<file path="src/rtl/hist_seq_ctrl.sv">
// rtl/hist_seq_ctrl.sv - register file and frame sequencer for the histogram core
//
// Purpose:
//   Decodes write/read strobes from the AXI-Lite front-end into the CTRL,
//   FRAME_LEN and STATUS registers. Steps the histogram datapath through
//   bin clear, pixel accumulation and pipeline flush. Raises done/irq once
//   the histogram of a frame is complete.
//
// Ports:
//   clk, rst_n       clock, asynchronous active-low reset
//   wr_en            write strobe; awaddr/wdata/wstrb sampled with it
//   rd_en            read strobe; araddr sampled with it
//   rdata            registered read data, valid the cycle after rd_en
//   clr_en/clr_addr  datapath bin clear (write zero to bin clr_addr)
//   hist_en          datapath accumulation enable
//   pix_accept       one pixel accepted by the datapath this cycle
//   busy             sequencer not idle
//   irq              one-cycle pulse on frame completion

module hist_seq_ctrl #(
  parameter int ADDR_WIDTH = 4,
  parameter int BIN_BITS   = 8,
  parameter int PIPE_DEPTH = 3
) (
  input  logic                  clk,
  input  logic                  rst_n,
  input  logic                  wr_en,
  input  logic [ADDR_WIDTH-1:0] awaddr,
  input  logic [31:0]           wdata,
  input  logic [3:0]            wstrb,
  input  logic                  rd_en,
  input  logic [ADDR_WIDTH-1:0] araddr,
  output logic [31:0]           rdata,
  output logic                  clr_en,
  output logic [BIN_BITS-1:0]   clr_addr,
  output logic                  hist_en,
  input  logic                  pix_accept,
  output logic                  busy,
  output logic                  irq
);

  localparam logic [1:0] S_IDLE  = 2'd0;
  localparam logic [1:0] S_CLEAR = 2'd1;
  localparam logic [1:0] S_RUN   = 2'd2;
  localparam logic [1:0] S_FLUSH = 2'd3;

  localparam logic [ADDR_WIDTH-1:0] A_CTRL   = ADDR_WIDTH'(4'h0);
  localparam logic [ADDR_WIDTH-1:0] A_LEN    = ADDR_WIDTH'(4'h4);
  localparam logic [ADDR_WIDTH-1:0] A_STATUS = ADDR_WIDTH'(4'h8);

  localparam int FW = (PIPE_DEPTH > 1) ? $clog2(PIPE_DEPTH) : 1;
  // FLUSH lasts PIPE_DEPTH cycles: load PIPE_DEPTH-1 and leave on zero.
  localparam logic [FW-1:0]       FLUSH_LOAD = FW'(PIPE_DEPTH - 1);
  localparam logic [BIN_BITS-1:0] CLR_LAST   = '1;

  logic [1:0]          state_q, state_d;
  logic [31:0]         frame_len_q, frame_len_d;
  logic [31:0]         len_q, len_d;
  logic [31:0]         pix_cnt_q, pix_cnt_d;
  logic [BIN_BITS-1:0] clr_addr_q, clr_addr_d;
  logic                clr_en_q, clr_en_d;
  logic                hist_en_q, hist_en_d;
  logic                irq_q, irq_d;
  logic                done_q, done_d;
  logic [FW-1:0]       flush_cnt_q, flush_cnt_d;
  logic [31:0]         rdata_q, rdata_d;

  logic wr_ctrl, start_req, abort_req, len_wr, w1c_done, last_pix;

  // ABORT has priority over START when both bits arrive in one write.
  assign wr_ctrl   = wr_en && (awaddr == A_CTRL) && wstrb[0];
  assign start_req = wr_ctrl && wdata[0] && !wdata[1];
  assign abort_req = wr_ctrl && wdata[1];
  assign len_wr    = wr_en && (awaddr == A_LEN) && (state_q == S_IDLE);
  assign w1c_done  = wr_en && (awaddr == A_STATUS) && wstrb[0] && wdata[0];
  // len_q is never zero in RUN, so len_q-1 cannot underflow there.
  assign last_pix  = pix_accept && (pix_cnt_q == len_q - 32'd1);

  always_comb begin
    state_d     = state_q;
    frame_len_d = frame_len_q;
    len_d       = len_q;
    pix_cnt_d   = pix_cnt_q;
    clr_addr_d  = clr_addr_q;
    clr_en_d    = clr_en_q;
    hist_en_d   = hist_en_q;
    irq_d       = 1'b0;
    done_d      = done_q;
    flush_cnt_d = flush_cnt_q;
    rdata_d     = rdata_q;

    for (int b = 0; b < 4; b++) begin
      if (len_wr && wstrb[b]) begin
        frame_len_d[8*b +: 8] = wdata[8*b +: 8];
      end
    end

    // Clear first so a same-cycle completion below overrides it.
    if (w1c_done) begin
      done_d = 1'b0;
    end

    case (state_q)
      S_IDLE: begin
        if (start_req) begin
          state_d    = S_CLEAR;
          len_d      = frame_len_q;
          pix_cnt_d  = 32'd0;
          clr_addr_d = '0;
          clr_en_d   = 1'b1;
          done_d     = 1'b0;
        end
      end
      S_CLEAR: begin
        if (clr_addr_q == CLR_LAST) begin
          clr_en_d = 1'b0;
          if (len_q == 32'd0) begin
            state_d     = S_FLUSH;
            flush_cnt_d = FLUSH_LOAD;
          end else begin
            state_d   = S_RUN;
            hist_en_d = 1'b1;
          end
        end else begin
          clr_addr_d = clr_addr_q + 1'b1;
        end
      end
      S_RUN: begin
        if (pix_accept) begin
          pix_cnt_d = pix_cnt_q + 32'd1;
        end
        if (last_pix) begin
          state_d     = S_FLUSH;
          hist_en_d   = 1'b0;
          flush_cnt_d = FLUSH_LOAD;
        end
      end
      S_FLUSH: begin
        if (flush_cnt_q == '0) begin
          state_d = S_IDLE;
          done_d  = 1'b1;
          irq_d   = 1'b1;
        end else begin
          flush_cnt_d = flush_cnt_q - 1'b1;
        end
      end
    endcase

    // Abort leaves done as it was and suppresses any completion pulse.
    if (abort_req && (state_q != S_IDLE)) begin
      state_d   = S_IDLE;
      clr_en_d  = 1'b0;
      hist_en_d = 1'b0;
      irq_d     = 1'b0;
      done_d    = done_q;
    end

    if (rd_en) begin
      if (araddr == A_LEN) begin
        rdata_d = frame_len_q;
      end else if (araddr == A_STATUS) begin
        rdata_d = {pix_cnt_q[23:0], 5'b0, state_q, done_q};
      end else begin
        rdata_d = 32'd0;
      end
    end
  end

  always_ff @(posedge clk or negedge rst_n) begin
    if (!rst_n) begin
      state_q     <= S_IDLE;
      frame_len_q <= 32'd0;
      len_q       <= 32'd0;
      pix_cnt_q   <= 32'd0;
      clr_addr_q  <= '0;
      clr_en_q    <= 1'b0;
      hist_en_q   <= 1'b0;
      irq_q       <= 1'b0;
      done_q      <= 1'b0;
      flush_cnt_q <= '0;
      rdata_q     <= 32'd0;
    end else begin
      state_q     <= state_d;
      frame_len_q <= frame_len_d;
      len_q       <= len_d;
      pix_cnt_q   <= pix_cnt_d;
      clr_addr_q  <= clr_addr_d;
      clr_en_q    <= clr_en_d;
      hist_en_q   <= hist_en_d;
      irq_q       <= irq_d;
      done_q      <= done_d;
      flush_cnt_q <= flush_cnt_d;
      rdata_q     <= rdata_d;
    end
  end

  assign rdata    = rdata_q;
  assign clr_en   = clr_en_q;
  assign clr_addr = clr_addr_q;
  assign hist_en  = hist_en_q;
  assign irq      = irq_q;
  assign busy     = (state_q != S_IDLE);

endmodule

</file>
<file path="config.mk">
export PLATFORM = sky130hd
export DESIGN_NAME = hist_seq_ctrl
export DESIGN_NICKNAME = d
export VERILOG_FILES = /design/src/rtl/hist_seq_ctrl.sv
export SDC_FILE = /design/constraint.sdc
export NUM_CORES = 1
export LEC_CHECK = 0
export CORE_MARGIN = 3
export CORE_UTILIZATION = 55
export DETAILED_ROUTE_END_ITERATION = 16
export DONT_BUFFER_PORTS = 1
export MAX_ROUTING_LAYER = met4
export PLACE_DENSITY = 0.8
export SLEW_MARGIN = 15
export SYNTH_ARGS = -nofsm -noshare
export SYNTH_HDL_FRONTEND = slang
export SYNTH_SLANG_ARGS = --single-unit
export TNS_END_PERCENT = 20
</file>
<file path="constraint.sdc">
create_clock -name clk -period 4.8 [get_ports clk]
set_input_delay 0.24 -clock clk [delete_from_list [all_inputs] [get_ports clk]]
set_output_delay 0.24 -clock clk [all_outputs]
set_load 0.05 [all_outputs]
</file>
## After elaboration in Yosys (flattened, before gate mapping)

Cells that the tools add are included.

| word-level totals | value |
|---|---|
| register bits after elaboration | 144 |
| bits of input ports | 49 |
| output and inout bits | 44 |
| logic and storage cells | 109 |

| cells by class | value |
|---|---|
| add/subtract/negate cells | 4 |
| equality and inequality tests | 21 |
| multiplexer cells | 36 |
| reduce and logical (&&, ||, !) cells | 34 |

Operators with widths:

| kind | count |
|---|---|
| 2-to-1 mux 32 bit | 4 |
| one-hot mux 32 bit (2 select lines) | 1 |
| adder 32 x 1 -> 32 bit (second input constant) | 1 |
| == test 32 bit | 1 |
| zero test 32 bit | 1 |
| subtractor 32 x 1 -> 32 bit (second input constant) | 1 |
| 2-to-1 mux 2 bit | 9 |
| logical AND 1 bit | 16 |
| 2-to-1 mux 8 bit | 2 |
| one-hot mux 8 bit (2 select lines) | 1 |
| 2-to-1 mux 1 bit | 14 |
| != test 2 bit (second input constant) | 7 |
| != test 3 bit (second input constant) | 4 |
| AND reduction 3 bit | 3 |
| nonzero test 3 bit | 3 |
| adder 8 x 1 -> 8 bit (second input constant) | 1 |
| == test 4 x 3 -> 1 bit (second input constant) | 2 |
| == test 4 bit (second input constant) | 2 |
| == test 8 bit (second input constant) | 1 |
| one-hot mux 2 bit (4 select lines) | 1 |
| AND reduction 4 bit | 2 |
| one-hot mux 1 bit (2 select lines) | 3 |
| one-hot mux 2 bit (3 select lines) | 1 |
| nonzero test 2 bit | 3 |
| other kinds (9) | 11 |

## Longest topological paths before layout

Gate-level depths: netlist (run 1).

| logic depth | value |
|---|---|
| depth in word-level cells | 8 |
| mapped depth | 12 |
| depth with buffers taken out | 11 |

## Worst setup path after synthesis (run 1)

Ideal clock, no wire load.

| timing | value |
|---|---|
| path kind | register to register |
| start | reg len_q[5] |
| end | reg state_q[0] |
| library setup time | 0.124 ns |
| arrival time | 3.375 ns |
| data required time | 4.676 ns |
| setup slack | 1.301 ns |
| cell stages (with the launch flop) | 12 |
| buffers on the path | 2 |
| clock period less this slack | 3.499 ns |
| path through | dfrtp_1 > or4_1 > buf_2 > or4b_4 > buf_6 > or4_4 > mux2i_1 > a211oi_1 > nand4_2 > o21ai_2 > nor2_1 > o31a_1 |

| between the ends | value |
|---|---|
| word-level cells in the longest chain between the ends | 5 |
| elaborated cells on any way between the ends | 10 |
| those cells by class | 1 x add/sub; 2 x eq/ne; 4 x mux; 3 x reduce/logical |

RTL lines:

| item | line | text |
|---|---|---|
| start: declaration | 58 | `logic [31:0] len_q, len_d;` |
| start signal: assignment | 185 | `len_q <= len_d;` |
| subtractor 32 x 1 -> 32 bit or zero test 32 bit (tied branches) | 77, 117 |  |
| == test 32 bit or 2-to-1 mux 1 bit (tied branches) | 77, 117 |  |
| logical AND 1 bit or 2-to-1 mux 2 bit (tied branches) | 77, 115 |  |
| != test 3 bit (no line) or one-hot mux 2 bit (4 select lines) (tied branches) | -- |  |
| AND reduction 4 bit (no line) or 2-to-1 mux 2 bit (tied branches) | -- |  |
| end signal: assignment | 183 | `state_q <= state_d;` |
| end: declaration | 56 | `logic [1:0] state_q, state_d;` |

Several ways; a longest one is shown, not always the timed one. The select of a mux whose other input is x is not followed.
A chain may end at the register's enable or synchronous reset.

## Final worst setup path (run 1)

Same ends and word-level chain as after synthesis.

==> reports/metrics.cfg, run 1 <==
[timing]
finalCriticalPeriod_ns = 3.847
worstMarginPinSlew_ns = 1.102
hold_violations = 0
fin_skew_ns = 0.009601
grt_setup_unrepaired = false
fin_tns_setup_ns = 0
setup_violations = 0
finalCritPeriodShare_pct = 80.14
max_freq_ghz = 0.2600
relSlewSlack_pct = 25.98
finalMaxSlewViolations = 0

[critical_path]
critPathMaxFanout = 10
reg2reg_depth = 9
cp_data_required_time_ns = 5.11
start_kind = register
reg2reg_slack_ns = 0.95
r2r_start = len_q[5]
end_kind = register
reg2reg_to = state_q[0]
critPathKind = register to register
arrival_ns = 4.15

[logic_synthesis]
synth_ff_type = dfrtp_1
yosysMostFrequentCell = dfrtp_1
synth_top_family_by_area = simple AND/OR/NAND/NOR gates
synth_compound_area_share_pct = 12.86
synth_fp_nets = 831
yosys-top-cells-area = dfrtp_1 (47%), mux2_2 (9.0%), nor2_1 (4.3%)
synth_mux_area_share_pct = 9.808
yosysTopAreaCell = dfrtp_1
synth.avg_cell_area_sq_um = 9.840
synth-seq-area-share_pct = 47.31
synthTopCellsByCount = dfrtp_1 (144), nor2_1 (87), mux2_2 (61), a21oi_1 (55), nand2_1 (46)
synth.distinct_cells = 63
synth-adder-area-share_pct = 1.314
synth-simple-area-share_pct = 18.79
syn_inst = 774
synth-edff-count = 0
syn-cell-area_sq_um = 7616
yosysTopAreaCellShare_pct = 47.31
synthXorXnorAreaFrac_pct = 6.555
ys_seq_elements = 144
async_flop_share_pct = 100.0
yosys_warnings = 0

[status]
status = complete, no violations

[worst_hold_path]
min_from = rd_en
hold_class = primary input to register
hold_end = rdata[21]
hold_path_depth = 2

[global_route]
grt_util_met3_pct = 6.994
grt_pass1_vias = 6175
grt_first_pass_wirelength_mm = 32.20
grt_max_degree = 145
antenna_found_initial = 0
grtUsageMet2_pct = 43.22
top_usage_layer = met2
use_met1_pct = 36.91
grtUsageTotal_pct = 28.31
grt_overflow_total = 0

[clock_network]
cts_tree = yes
htree_levels = 4
clockBufferDepth = 2
cts_root_buf = clkbuf_16
clk_pin_slew_worst_paths_ns = 0.06
clk-insertion-delay-late_ns = 0.43
ctsResizeCount = 0
cts_made_buffers = 17
cts_sinks = 144

[cells_and_area]
fill_cells = 1063
diodes = 0
regArea_sq_um = 3603
multi_input_area_sq_um = 3775
area_growth_pct = 14.06
nNetsFinal = 851
fin_util_pct = 64.83
drive_gt1_share_pct = 13.88

[power]
powerDensity_nw_per_um2 = 417.8
irDropWorstVdd_mv = 0.2782
p_leak_nw = 3.831

[detailed_routing]
firstDrtPassIters = 5
avgRoutedWirePerCell_microns = 20.22
ant_nets = 0
vias_per_cell = 6.247
detail_route.iter0.violations = 412
drc = 0
vias = 6141
routed_wirelength_mm = 19.88

[floorplan]
die_width_microns = 123.7
start_util_pct = 56.83
die_y_microns = 123.7
rows = 42
dieArea_sq_um = 15300
core_region_area_sq_um = 13400
num_io_pins = 93

[placed_design]
place.gp.congestion = 0.9200
dp.final_hpwl_mm = 13.39
io_buffers = 0

[job]
maxCapViolations = 0

==> sequential cells by signal, indices dropped and copies added, names as in the netlist <==
signal       count
flush_cnt_q      2
irq              1
clr_en           1
frame_len_q     32
rdata           32
state_q          2
clr_addr         8
len_q           32
pix_cnt_q       32
done_q           1
hist_en          1
==> timing repair <==
action,CTS,global route
setup buffers,0,0
hold buffers,35,0
hold endpoints to repair,207,0
==> cell families (layout without fill, tap and decap cells) <==
group           after synthesis  after routing
compound gates              156            156
xor+xnor                     57             57
fa+ha+maj                     8              8
buf+inv                      65             98
flops                       144            144
mux                          67             67
simple gates                277            277
==> per-layer routing <==
layer,wire length (microns),vias to the layer above
met5,0,-
met4,363,0
met3,1249,30
met2,9349,206
met1,8915,3070
li1,-,2835
==> layout by cell type, fill, tap and decap left out, types with 6 or more instances in the layout <==
cell type,synthesis,routed
dfrtp_1,144,144
nor2_1,87,87
mux2_2,61,61
a21oi_1,55,55
nand2_1,46,46
o21ai_0,34,34
dlygate4sd3_1,0,33
xor2_1,30,30
a22oi_1,29,29
inv_1,27,27
xnor2_1,27,27
nand3_1,26,26
nor3_1,22,21
or3_1,18,18
clkbuf_16,0,17
nand4_1,14,14
nor4_1,11,11
or4_1,10,10
ha_1,8,8
mux2i_1,6,6
==> worst max-delay path by stage <==
stage	start	to	depth (start not counted)
floorplan	len_q[5]	state_q[0]	11
global placement	len_q[5]	state_q[0]	9
detailed placement	len_q[5]	state_q[0]	9
CTS	len_q[5]	state_q[0]	9
global route	state_q[0]	pix_cnt_q[30]	10
finish	len_q[5]	state_q[0]	9
==> final cells by class <==
class	count	area share [%]
flip-flops and latches	144	41.48
repair buffers	39	4.695
clock buffers	20	5.142
inverters	27	1.167
multi-input cells	565	43.45
clock inverters	12	1.527
well taps	176	2.535
==> critical path, cell delays in order (launching register included) <==
cell	delay, ns
dfrtp_1	0.44
or4_1	0.72
or4b_4	0.65
or4_4	0.54
mux2i_1	0.14
a211oi_1	0.36
nand4_2	0.16
o21ai_2	0.31
nor2_1	0.08
o31a_1	0.32
==> stage by stage <==
stage               cells  cell area [sq um]  hold slack [ns]  power, mW  worst slack [ns]
CTS                   983               8687         0.004190      3.633            0.9960
global route          983               8687          0.01805      3.798            0.6085
finish                983               8687          0.01418      3.630            0.9534
floorplan             774               7616         -0.05559      2.123             1.301
global placement      916               7730         -0.05120      2.234             1.124
detailed placement    916               7730         -0.04941      2.277             1.012
==> where the power goes <==
group / switching [mW] / internal [mW] / leakage [nW]
clock: 0.518 / 0.779 / 0.277
combinational: 0.379 / 0.296 / 1.65
sequential: 0.298 / 1.36 / 1.91
Power figures use the tool's default switching activity.
==> run 2: changes to the inputs <==
clock period = 4 ns   (was 4.8 ns; I/O delays follow)
==> reports/metrics.cfg, run 2 (synthesized netlist as in run 1, its figures left out) <==
[status]
status = complete, no violations

[timing]
relSlewSlack_pct = 44.98  ; +19 points
hold_violations = 0  ; unchanged
fin_tns_setup_ns = 0  ; unchanged
finalMaxSlewViolations = 0  ; unchanged
setup_violations = 0  ; unchanged
finalCriticalPeriod_ns = 3.759  ; -0.08759 ns
max_freq_ghz = 0.2660  ; +2.3%
worstMarginPinSlew_ns = 0.8138  ; -0.2879 ns
finalCritPeriodShare_pct = 93.97  ; +14 points
fin_skew_ns = 0.008687  ; -0.0009140 ns
grt_setup_unrepaired = false

[floorplan]
core_region_area_sq_um = 13400  ; unchanged
die_width_microns = 123.7  ; unchanged
num_io_pins = 93  ; unchanged
rows = 42  ; unchanged
start_util_pct = 56.83  ; unchanged
die_y_microns = 123.7  ; unchanged
dieArea_sq_um = 15300  ; unchanged

[clock_network]
ctsResizeCount = 0  ; unchanged
htree_levels = 4  ; unchanged
clockBufferDepth = 2  ; unchanged
cts_made_buffers = 17  ; unchanged
cts_root_buf = clkbuf_16
clk-insertion-delay-late_ns = 0.43  ; about the same
cts_sinks = 144  ; unchanged
cts_tree = yes
clk_pin_slew_worst_paths_ns = 0.06  ; about the same

[job]
maxCapViolations = 0  ; unchanged

[detailed_routing]
drc = 0  ; unchanged
vias_per_cell = 6.229  ; -0.30%
firstDrtPassIters = 6  ; +1
ant_nets = 0  ; unchanged
detail_route.iter0.violations = 492  ; +19%
avgRoutedWirePerCell_microns = 19.80  ; -2.1%
vias = 6154  ; +0.21%
routed_wirelength_mm = 19.56  ; -1.6%

[critical_path]
worst-path-buf-inv = 0  ; unchanged
cp_data_required_time_ns = 4.31  ; -0.80 ns
arrival_ns = 4.07  ; -0.08 ns
crit_path_cell_trace = or4_1 > or4b_4 > or4_4 > mux2i_1 > a211oi_1 > nand4_2 > o21ai_2 > nor2_1 > o31a_1
cpMaxStageDelayCell = or4_1
critPathMaxFanout = 10  ; unchanged
start_kind = register
path_delay_family = simple AND/OR/NAND/NOR gates
critPathKind = register to register
end_kind = register
max_stage_delay_ns = 0.71  ; about the same

[power]
p_leak_nw = 3.851  ; +0.54%
powerDensity_nw_per_um2 = 502.3  ; +20%
irDropWorstVdd_mv = 0.3286  ; +18%

[worst_hold_path]
hold_class = primary input to register

[cells_and_area]
final-instance-count-excl-fill = 988  ; +0.51%
final_cell_area_sq_um = 8740  ; +0.60%
drive_gt1_share_pct = 14.66  ; +0.78 points
final_cell_mix = dfrtp_1 (144), nor2_1 (87), mux2_2 (61)
layout_commonest_cell = dfrtp_1
diodes = 0  ; unchanged
nNetsFinal = 856  ; +0.59%
area_growth_pct = 14.75

[global_route]
grt_overflow_total = 0  ; unchanged
grt_pass1_vias = 6202  ; +0.44%
grtUsageTotal_pct = 27.97  ; -0.34 points
grt_first_pass_wirelength_mm = 31.82  ; -1.2%
grt_max_degree = 145  ; unchanged
antenna_found_initial = 0  ; unchanged

[placed_design]
dp.final_hpwl_mm = 13.27  ; -0.85%
io_buffers = 0  ; unchanged
place.gp.congestion = 0.8950  ; -2.7%
dpl-instance-area_sq_um = 7767  ; +0.49%
placed_cells = 921  ; +0.55%

[run 2: cell count changes in the layout (fill, tap and decap cells not counted)]
cell / before / now
buf_16: 1 / 2
clkinvlp_4: 3 / 6
buf_4: 4 / 9
inv_8: 0 / 1
clkinv_2: 3 / 2
buf_12: 1 / 0
clkbuf_1: 2 / 0
clkbuf_8: 1 / 0
[run 2: worst paths after layout]
check                           startpoint      endpoint  slack [ns]  cells after the start
max in group asynchronous            rst_n     len_q[23]        3.05                      2
min in group asynchronous            rst_n      rdata[9]        0.43                      2
min reg2reg                frame_len_q[24]     len_q[24]        0.54                      1
min                             pix_accept  pix_cnt_q[0]        0.06                      2
max reg2reg                       len_q[5]    state_q[0]        0.24                      9
max                               len_q[5]    state_q[0]        0.24                      9
[run 2: per-stage QoR]
stage	total power [mW]	worst slack, ns	hold slack, ns	util [%]
floorplan	2.548	0.5009	-0.09559	-
global placement	2.705	0.3493	-0.09141	57.96
detailed placement	2.757	0.2822	-0.09037	57.96
CTS	4.390	0.2663	0.05002	65.22
global route	4.607	0.09356	0.05882	65.22
finish	4.390	0.2410	0.06485	65.22
[run 2: what timing repair did]
item	CTS	global route
hold endpoints to repair	208	0
hold buffers	35	0
buffers inserted	0	0
[run 2: layer usage]
metal	vias up	global-route usage, %	wire [microns]
li1	2846	-	-
met1	3049	35.24	8387
met2	224	44.04	9418
met3	35	7.175	1359
met4	0	9.965	392
met5	-	-	0
[run 2: final cells by class]
type	instances	area, sq um
Multi-Input combinational cell	565	3775
Sequential cell	144	3603
Clock inverter	15	161.4
Inverter	27	101.3
Timing Repair Buffer	44	452.9
Tap cell	176	220.2
Fill cell	1055	4661
Clock buffer	17	425.4
[run 2: power breakdown]
group          switching (mW)  internal, mW  leakage [nW]
clock network           0.647         0.923         0.270
registers               0.359          1.63          1.91
logic                   0.459         0.371          1.67
total                    1.46          2.92          3.85
